File: src/rtl/ntt_bitrev_reorder.sv
// Bit-reverse to natural-order reorder buffer for NTT output frames.
// Ports: clk/rst, in_* bit-reversed stream, out_* natural stream, frame_done.
module ntt_bitrev_reorder #(
  parameter int W = 32,
  parameter int N = 8,
  localparam int LOGN = $clog2(N)
) (
  input  logic         clk,
  input  logic         rst,
  input  logic         in_valid,
  output logic         in_ready,
  input  logic [W-1:0] in_data,
  output logic         out_valid,
  input  logic         out_ready,
  output logic [W-1:0] out_data,
  output logic         out_last,
  output logic         frame_done
);

  localparam logic [LOGN-1:0] LAST = LOGN'(N-1);

  logic [W-1:0]    r_mem [2][N];
  logic [1:0]      r_full;
  logic            r_wr_bank;
  logic            r_rd_bank;
  logic [LOGN-1:0] r_wr_cnt;
  logic [LOGN-1:0] r_rd_cnt;
  logic            r_frame_done;

  logic            w_wr_en;
  logic            w_rd_en;
  logic            w_wr_last;
  logic            w_rd_last;
  logic [LOGN-1:0] w_wr_addr;
  logic [1:0]      w_set;
  logic [1:0]      w_clr;

  function automatic logic [LOGN-1:0] bitrev(
    input logic [LOGN-1:0] a
  );
    logic [LOGN-1:0] r;
    for (int i = 0; i < LOGN; i++) begin
      r[i] = a[LOGN-1-i];
    end
    return r;
  endfunction

  assign in_ready   = !r_full[r_wr_bank];
  assign w_wr_en    = in_valid && in_ready;
  assign w_wr_last  = (r_wr_cnt == LAST);
  assign w_wr_addr  = bitrev(r_wr_cnt);

  assign out_valid  = r_full[r_rd_bank];
  assign w_rd_en    = out_valid && out_ready;
  assign w_rd_last  = (r_rd_cnt == LAST);
  assign out_data   = out_valid ? r_mem[r_rd_bank][r_rd_cnt] : '0;
  assign out_last   = out_valid && w_rd_last;
  assign frame_done = r_frame_done;

  // A closing write and a closing read always hit different banks,
  // so set and clear masks never overlap.
  assign w_set = (w_wr_en && w_wr_last) ? (2'b01 << r_wr_bank) : 2'b00;
  assign w_clr = (w_rd_en && w_rd_last) ? (2'b01 << r_rd_bank) : 2'b00;

  // Bank contents are not reset.
  always_ff @(posedge clk) begin
    if (w_wr_en) begin
      r_mem[r_wr_bank][w_wr_addr] <= in_data;
    end
  end

  // Counters are LOGN bits wide, so N-1 wraps to 0 on its own.
  always_ff @(posedge clk) begin
    if (rst) begin
      r_full       <= 2'b00;
      r_wr_bank    <= 1'b0;
      r_rd_bank    <= 1'b0;
      r_wr_cnt     <= '0;
      r_rd_cnt     <= '0;
      r_frame_done <= 1'b0;
    end else begin
      r_full       <= (r_full | w_set) & ~w_clr;
      r_frame_done <= w_rd_en && w_rd_last;
      if (w_wr_en) begin
        r_wr_cnt <= r_wr_cnt + LOGN'(1);
        if (w_wr_last) begin
          r_wr_bank <= ~r_wr_bank;
        end
      end
      if (w_rd_en) begin
        r_rd_cnt <= r_rd_cnt + LOGN'(1);
        if (w_rd_last) begin
          r_rd_bank <= ~r_rd_bank;
        end
      end
    end
  end

endmodule

File: config.mk
export PLATFORM = sky130hd
export DESIGN_NAME = ntt_bitrev_reorder
export DESIGN_NICKNAME = d
export VERILOG_FILES = /design/src/rtl/ntt_bitrev_reorder.sv
export SDC_FILE = /design/constraint.sdc
export NUM_CORES = 1
export LEC_CHECK = 0
export BUFFER_PORTS_ARGS = -buffer_cell sky130_fd_sc_hd__buf_2
export CAP_MARGIN = 10
export CORE_MARGIN = 1.5
export CORE_UTILIZATION = 56
export DETAILED_ROUTE_END_ITERATION = 10
export GPL_ROUTABILITY_DRIVEN = 0
export PLACE_DENSITY = 0.73
export SETUP_SLACK_MARGIN = 0.05
export SYNTH_ARGS = -nofsm -noshare
export SYNTH_HDL_FRONTEND = slang
export SYNTH_SLANG_ARGS = --single-unit
File: constraint.sdc
create_clock -name clk -period 9.4 [get_ports clk]
set_clock_uncertainty 0.2 [all_clocks]
set_input_delay 1.88 -clock clk [delete_from_list [all_inputs] [get_ports clk]]
set_output_delay 1.88 -clock clk [all_outputs]
set_load 0.1 [all_outputs]
==> run summary, run 1 <==
RSZ-0062 raised after global routing - false
vias per cell - 6.17
die height - 192 microns
max_slew headroom - 34.1%
vias in the first global route - 9426
Yosys Warn Count - 0
core area - 35400 sq um
reg2reg start - r_wr_bank
startpoint types - flop
clk sinks - 524
slowest CP cell - buf_4
final WL - 39.3 mm
Seq cells post-synth - 524
number of DRC markers in iteration 0 - 799
global-route usage over all layers - 22.3%
ranking of synthesized cells by area - edfxtp_1 77%, mux4_2 14%, mux2i_1 2.0%
Nets - 1031
dpl cells - 1393
slowest stage delay, CP - 750 ps
flop-to-flop setup slack - 5930 ps
post-synth top area share - 76.9%
R2R Path End - r_mem[0][221]
Total Power - 0.00462 W
reg2reg path depth - 5
pin count of the biggest net entering global routing - 90
WL per Instance - 26.5 microns
Critical path origin - r_rd_cnt[0]
initial antenna violation count - 2
critical-path cell list - buf_4 > buf_4 > mux4_2 > mux2i_1 > o21ai_1 > buf_2
CTS tree - built
clk buf depth - 3
Post-Syn Instances - 882
Syn Area/Cell - 22.7 sq um
post-synthesis sequential area ratio - 78.1%
VDD IR-drop max - 176 uV
Worst-Margin Slew - 988 ps
row cnt - 69
Final setup viols - 0
Starting Density - 56.5%
final setup TNS - 0 ps
clock root buffer - clkbuf_16
Non-Filler Instances - 1484
vias post-DR - 9150
max cap viols - 0
post-layout min period - 5800 ps
Routed Antenna Nets - 0
Setup crit end - out_data[26]
IO Count - 72
Worst Path Arrival - 3720 ps
Hold Fails Final Rpt - 0
final period utilization - 61.7%
Hold Crit Class - reg -> reg
max-slew violations - 0
cell family with most CP delay - buffers and inverters
most common cell after layout, fill and taps aside - edfxtp_1
CTS clk-pin slew, worst paths - 60 ps
worst-skew pair later-pin latency - 560 ps
Buf/Inv on CP - 3
outcome - finished, final reports clean
DRC errors left - 0
Post-CTS Setup Inserts - 0
total iterations of the first detailed-routing run - 5
first-pass GRT wire length - 58.7 mm
total CTS buffers - 51
Overflow after GRT - 0
most frequent cells in the layout - 512 x edfxtp_1, 124 x mux4_2, 71 x buf_2
hold slack - 354 ps
hold_buf cts - 0
Netlist cell types - 32
crit-path most repeated cell - buf_4
Max Clock Freq - 0.172 GHz
ys flop type - edfxtp_1
die width - 192 microns
WP depth - 6
CP max FO - 58
Power Density - 205 nW/um^2
Worst Path Required - 7320 ps
Synth Cell Area - 20000 sq um
Net Count, Synth - 928
Post-synth ARST share - 0%
LEAKAGE - 6.95 nW
share of layout cells above drive strength 1 - 30.7%
H-tree Lvls - 2
Die Footprint - 36900 sq um
port bufs - 71
Core Util, Final - 63.7%
crit path kind - reg -> out
Syn-to-layout area delta - 12.8%
area leader, netlist - edfxtp_1
EDFF count, synth - 512
estimated wirelength of the detail-placed design - 20.8 mm
CTS resizes - 0
CP Capture Type - output pin
## worst min-delay path by stage
| stage | startpoint | endpoint | slack [ps] | cells after the start |
|---|---|---|---|---|
| after floorplan | r_rd_cnt[2] | r_rd_cnt[2] | 290 | 2 |
| after global routing | r_full[0] | r_full[0] | 380 | 2 |
| after detailed placement | r_full[1] | r_full[1] | 340 | 2 |
| final | r_full[1] | r_full[1] | 350 | 2 |
| after CTS | r_full[1] | r_full[1] | 350 | 2 |
| after global placement | r_full[1] | r_full[1] | 320 | 2 |
## metal layers
layer | global-route usage [%] | wire length [microns] | share of wire (%) | vias up
met2 | 37.5 | 19900 | 51 | 289
li1 | - | - | - | 3932
met5 | 0 | 9 | 0.023 | -
met3 | 3.31 | 2380 | 6.1 | 61
met1 | 30.8 | 16200 | 41 | 4866
met4 | 6.20 | 842 | 2.1 | 2
## state kept, by name, indices dropped and copies added (netlist names), named ones only
| register | cells |
|---|---|
| r_rd_cnt | 3 |
| r_wr_bank | 1 |
| r_rd_bank | 1 |
| r_full | 2 |
| r_mem | 512 |
| r_wr_cnt | 3 |
| frame_done | 1 |
## per-stage QoR
| stage | area, sq um | setup slack [ps] |
|---|---|---|
| after CTS | 22600 | 3570 |
| after global routing | 22600 | 3420 |
| final | 22600 | 3600 |
| after global placement | 21000 | 4180 |
| after floorplan | 20000 | 3810 |
| after detailed placement | 21000 | 4170 |
## worst min-delay path: stages, from the launching register on
cell and delay [ps]:
dfxtp_1 320, a31oi_1 140, nor3_1 50
## power breakdown
group	switching (W)	internal (W)	leakage, nW
sequential	0.00000832	0.00260	4.72
combinational	0.0000718	0.0000336	1.46
clock	0.000803	0.00111	0.767
## cell type report
class	instances	area (sq um)
Tap cell	461	577
Sequential cell	524	15600
Multi-Input combinational cell	306	4220
Timing Repair Buffer	96	556
Clock buffer	70	1390
Inverter	6	22.5
Clock inverter	20	171
Antenna cell	1	2.50
Fill cell	2376	12800
## cell usage after synthesis, types with 5 or more instances
cell type,number
buf_6,8
mux4_2,124
nand2_1,12
o22ai_1,8
a22oi_1,24
edfxtp_1,512
nor2_1,21
mux2i_1,39
buf_2,20
o21ai_1,25
clkbuf_1,15
nor3_1,5
dfxtp_1,12
ha_1,10
inv_1,6
## cell families (layout without fill, tap and decap cells)
logic type	after synthesis	in the layout	synth area share (%)
buffers and inverters	52	192	1.46
AO/OA/AOI/OAI	69	69	2.16
other	0	1	0
XOR/XNOR	4	4	0.175
adder cells (fa/ha/maj)	10	10	0.625
AND/OR/NAND/NOR	55	55	1.31
multiplexers	168	168	16.2
flip-flops	524	524	78.1
Power figures use the tool's default switching activity.
==> run 2, diff against run 1 <==
clock period = 5.5 ns   (was 9.4 ns; I/O delays follow)
==> run summary, run 2 (synthesis gave the netlist of run 1 again) <==
outcome - finished, final reports clean
Hold Crit Class - reg -> reg
estimated wirelength of the detail-placed design - 21.4 mm
CTS tree - built
Hold Fails Final Rpt - 0
port bufs - 71
global-route usage over all layers - 22.9%
vias in the first global route - 9579
Routed Antenna Nets - 0
Max Clock Freq - 0.217 GHz
Int Power - 0.00635 W
final WL - 40.6 mm
crit path kind - reg -> out
most common cell after layout, fill and taps aside - edfxtp_1
clock root buffer - clkbuf_16
hold_buf cts - 0
Overflow after GRT - 0
Worst Path Required - 4200 ps
Comb power frac - 2.3%
CTS clk-pin slew, worst paths - 60 ps
startpoint types - flop
top flop regs - r_mem (512), r_rd_cnt (3), r_wr_cnt (3)
post-layout min period - 4610 ps
initial antenna violation count - 0
CP max FO - 56
Final setup viols - 0
Die Footprint - 36900 sq um
sequential share of power - 56.4%
Worst-Margin Slew - 1130 ps
vias per cell - 6.24
number of DRC markers in iteration 0 - 907
max_slew headroom - 24.4%
Sw Pwr - 0.00155 W
VDD IR-drop max - 270 uV
total CTS buffers - 51
final period utilization - 83.8%
vias post-DR - 9316
hold slack - 359 ps
Nets - 1034
most flop-heavy register - r_mem
fill count - 2344
LEAKAGE - 6.97 nW
max reg flops - 512
max-slew violations - 0
first-pass GRT wire length - 60.1 mm
die height - 192 microns
final instance area - 22600 sq um
Starting Density - 56.5%
Worst Path Arrival - 3310 ps
RSZ-0062 raised after global routing - false
IO Count - 72
flop-to-flop setup slack - 1890 ps
Ant. Diodes - 0
CP Capture Type - output pin
Syn-to-layout area delta - 13.1%
WL per Instance - 27.2 microns
final setup TNS - 0 ps
clk buf depth - 3
core area - 35400 sq um
Net Sw Frac - 19.6%
most frequent cells in the layout - 512 x edfxtp_1, 124 x mux4_2, 71 x buf_2
DRC errors left - 0
max cap viols - 0
pin count of the biggest net entering global routing - 67
worst-skew pair later-pin latency - 560 ps
Power Density - 349 nW/um^2
clock network power share - 41.3%
Placement Cell Area - 21000 sq um
share of layout cells above drive strength 1 - 30.7%
Post-CTS Setup Inserts - 0
row cnt - 69
clk sinks - 524
die width - 192 microns
total iterations of the first detailed-routing run - 4
CTS resizes - 0
H-tree Lvls - 2
run 2: cell count changes in the layout (fill, tap and decap cells not counted), sizes merged:
cell / previous run / this run
clkinv: 16 / 24
clkbuf: 70 / 64
buf: 96 / 99
inv: 6 / 9
clkinvlp: 1 / 2
diode: 1 / 0
run 2: critical path: stages, from the launching register on:
cell and delay, ps:
dfxtp_4 1020, buf_4 490, mux4_2 550, a22oi_1 240, o21ai_1 100, buf_2 310
run 2: metal layers:
metal	part of all wire [%]	GRT usage [%]	up-vias
li1	-	-	3948
met1	40	31.1	4903
met2	51	39.0	392
met3	6.5	3.47	73
met4	2.5	6.41	0
met5	0	0	-
run 2: through the flow:
stage               instances  utilization, %  setup slack [ps]  power, W
global route             1492            63.9               614   0.00812
detailed placement       1395            59.4              1380   0.00472
finish                   1492            63.9               891   0.00790
CTS                      1491            63.9               777   0.00794
floorplan                 882               -             -92.4   0.00462
global placement         1395            59.4              1400   0.00471
run 2: final cells by class:
| cell class | count | area (sq um) | share of cell area, % |
|---|---|---|---|
| well taps | 461 | 577 | 2.55 |
| clock buffers | 64 | 1330 | 5.86 |
| flip-flops and latches | 524 | 15600 | 69.1 |
| repair buffers | 99 | 607 | 2.68 |
| clock inverters | 32 | 240 | 1.06 |
| multi-input cells | 306 | 4220 | 18.7 |
| inverters | 6 | 22.5 | 0.0996 |
run 2: power groups by stage:
stage	Clock (W)	Combinational (W)	Sequential, W
2_1_floorplan	0	0.0000817	0.00454
3_3_place_gp	0	0.000176	0.00453
3_5_place_dp	0	0.000182	0.00454
5_1_grt	0.00346	0.000199	0.00445
6_report	0.00326	0.000183	0.00445
4_1_cts	0.00330	0.000184	0.00445
run 2: worst paths after layout:
path | from | to | cells after the start
setup / recovery | flop | out_data[11] | 5
hold / removal | r_full[1] | r_full[1] | 2
setup reg to reg | r_wr_bank | r_mem[0][232] | 5
hold reg to reg | r_full[1] | r_full[1] | 2
==> run 3, diff against run 2 <==
clock period = 4.6 ns   (was 5.5 ns; I/O delays follow)
==> run summary, run 3 (synthesis gave the netlist of run 1 again) <==
vias per cell - 6.25
Max Clock Freq - 0.236 GHz
clk sinks - 524
LEAKAGE - 7.00 nW
Final setup viols - 0
Syn-to-layout area delta - 13.5%
Worst-Margin Slew - 960 ps
CP Capture Type - output pin
share of layout cells above drive strength 1 - 31.7%
critical-path cell list - buf_4 > mux4_2 > mux2i_1 > o21ai_1 > buf_2
global-route usage over all layers - 23.3%
estimated wirelength of the detail-placed design - 21.2 mm
DRC errors left - 0
Worst Path Required - 3480 ps
hold slack - 367 ps
hold_buf cts - 0
cell family with most CP delay - flip-flops
Hold Fails Final Rpt - 0
post-layout min period - 4240 ps
Die Footprint - 36900 sq um
startpoint types - flop
total iterations of the first detailed-routing run - 4
CTS resizes - 0
number of DRC markers in iteration 0 - 786
total CTS buffers - 50
first-pass GRT wire length - 61.1 mm
Buf/Inv on CP - 2
outcome - finished, final reports clean
CTS tree - built
Worst Path Arrival - 3120 ps
die width - 192 microns
slowest CP cell - dfxtp_4
Routed Antenna Nets - 0
die height - 192 microns
RSZ-0062 raised after global routing - false
most common cell after layout, fill and taps aside - edfxtp_1
WL per Instance - 27.7 microns
vias in the first global route - 9582
CTS clk-pin slew, worst paths - 60 ps
fill count - 2338
Nets - 1038
crit path kind - reg -> out
row cnt - 69
clk buf depth - 3
most flop-heavy register - r_mem
H-tree Lvls - 2
max-slew violations - 0
Post-CTS Setup Inserts - 0
max cap viols - 0
slowest stage delay, CP - 970 ps
Overflow after GRT - 0
vias post-DR - 9299
initial antenna violation count - 3
max reg flops - 512
core area - 35400 sq um
port bufs - 71
IO Count - 72
top flop regs - r_mem (512), r_rd_cnt (3), r_wr_cnt (3)
Starting Density - 56.5%
max_slew headroom - 36.0%
worst-skew pair later-pin latency - 560 ps
Power Density - 415 nW/um^2
Hold Crit Class - reg -> reg
pin count of the biggest net entering global routing - 56
final period utilization - 92.2%
most frequent cells in the layout - 512 x edfxtp_1, 124 x mux4_2, 71 x buf_2
clock root buffer - clkbuf_16
final setup TNS - 0 ps
VDD IR-drop max - 461 uV
CP max FO - 52
final WL - 41.3 mm
[run 3: cell types whose count changed in the layout (fill, tap and decap cells not counted), moves of 2 or more]
| cell | delta |
|---|---|
| nor3_4 | +3 |
| nor3_2 | -3 |
| clkinv_2 | +6 |
| inv_6 | -2 |
| clkinv_1 | -6 |
| buf_4 | +2 |
| clkinvlp_4 | -2 |
| clkbuf_1 | -7 |
| buf_12 | +4 |
| diode_2 | +3 |
[run 3: final timing paths]
kind                                start           end  slack, ps  depth (start not counted)
worst min-delay path            r_full[1]     r_full[1]        370                          2
worst max register to register  r_wr_bank  r_mem[0][65]       1250                          5
worst max-delay path                 flop  out_data[29]        360                          5
worst min register to register  r_full[1]     r_full[1]        370                          2
[run 3: layout make-up]
cell class / instances / area, sq um / area share, %
multi-input cells: 306 / 4240 / 18.7
clock inverters: 28 / 236 / 1.04
inverters: 6 / 22.5 / 0.0992
well taps: 461 / 577 / 2.54
clock buffers: 57 / 1300 / 5.72
repair buffers: 104 / 691 / 3.04
diodes: 3 / 7.51 / 0.0331
flip-flops and latches: 524 / 15600 / 68.8
[run 3: power breakdown]
group	internal [W]	switching [W]	leakage [nW]
clock	0.00223	0.00165	0.766
sequential	0.00531	0.0000181	4.72
combinational	0.0000695	0.000149	1.51
total	0.00761	0.00181	7.00
[run 3: metrics by stage]
stage | area, sq um | power (W) | utilization [%] | worst slack, ps | instances
global route | 22700 | 0.00968 | 64.1 | 141 | 1487
global placement | 21200 | 0.00563 | 59.8 | 892 | 1401
finish | 22700 | 0.00942 | 64.1 | 360 | 1489
CTS | 22700 | 0.00949 | 64.1 | 273 | 1486
detailed placement | 21200 | 0.00565 | 59.8 | 869 | 1401
floorplan | 20000 | 0.00552 | - | 345 | 882
[run 3: worst min-delay path, delay by kind of cell (launching register included)]
kind               cells  cell delay, ps
and+or+nand+nor        1              50
AOI/OAI and AO/OA      1             140
DFF                    1             330
[run 3: metal layers]
layer	vias up	track usage, %	wire (microns)	part of all wire (%)
li1	3945	-	-	-
met5	-	0	0	0
met2	353	38.9	21000	51
met1	4946	32.7	17200	42
met4	0	5.49	736	1.8
met3	55	3.58	2400	5.8
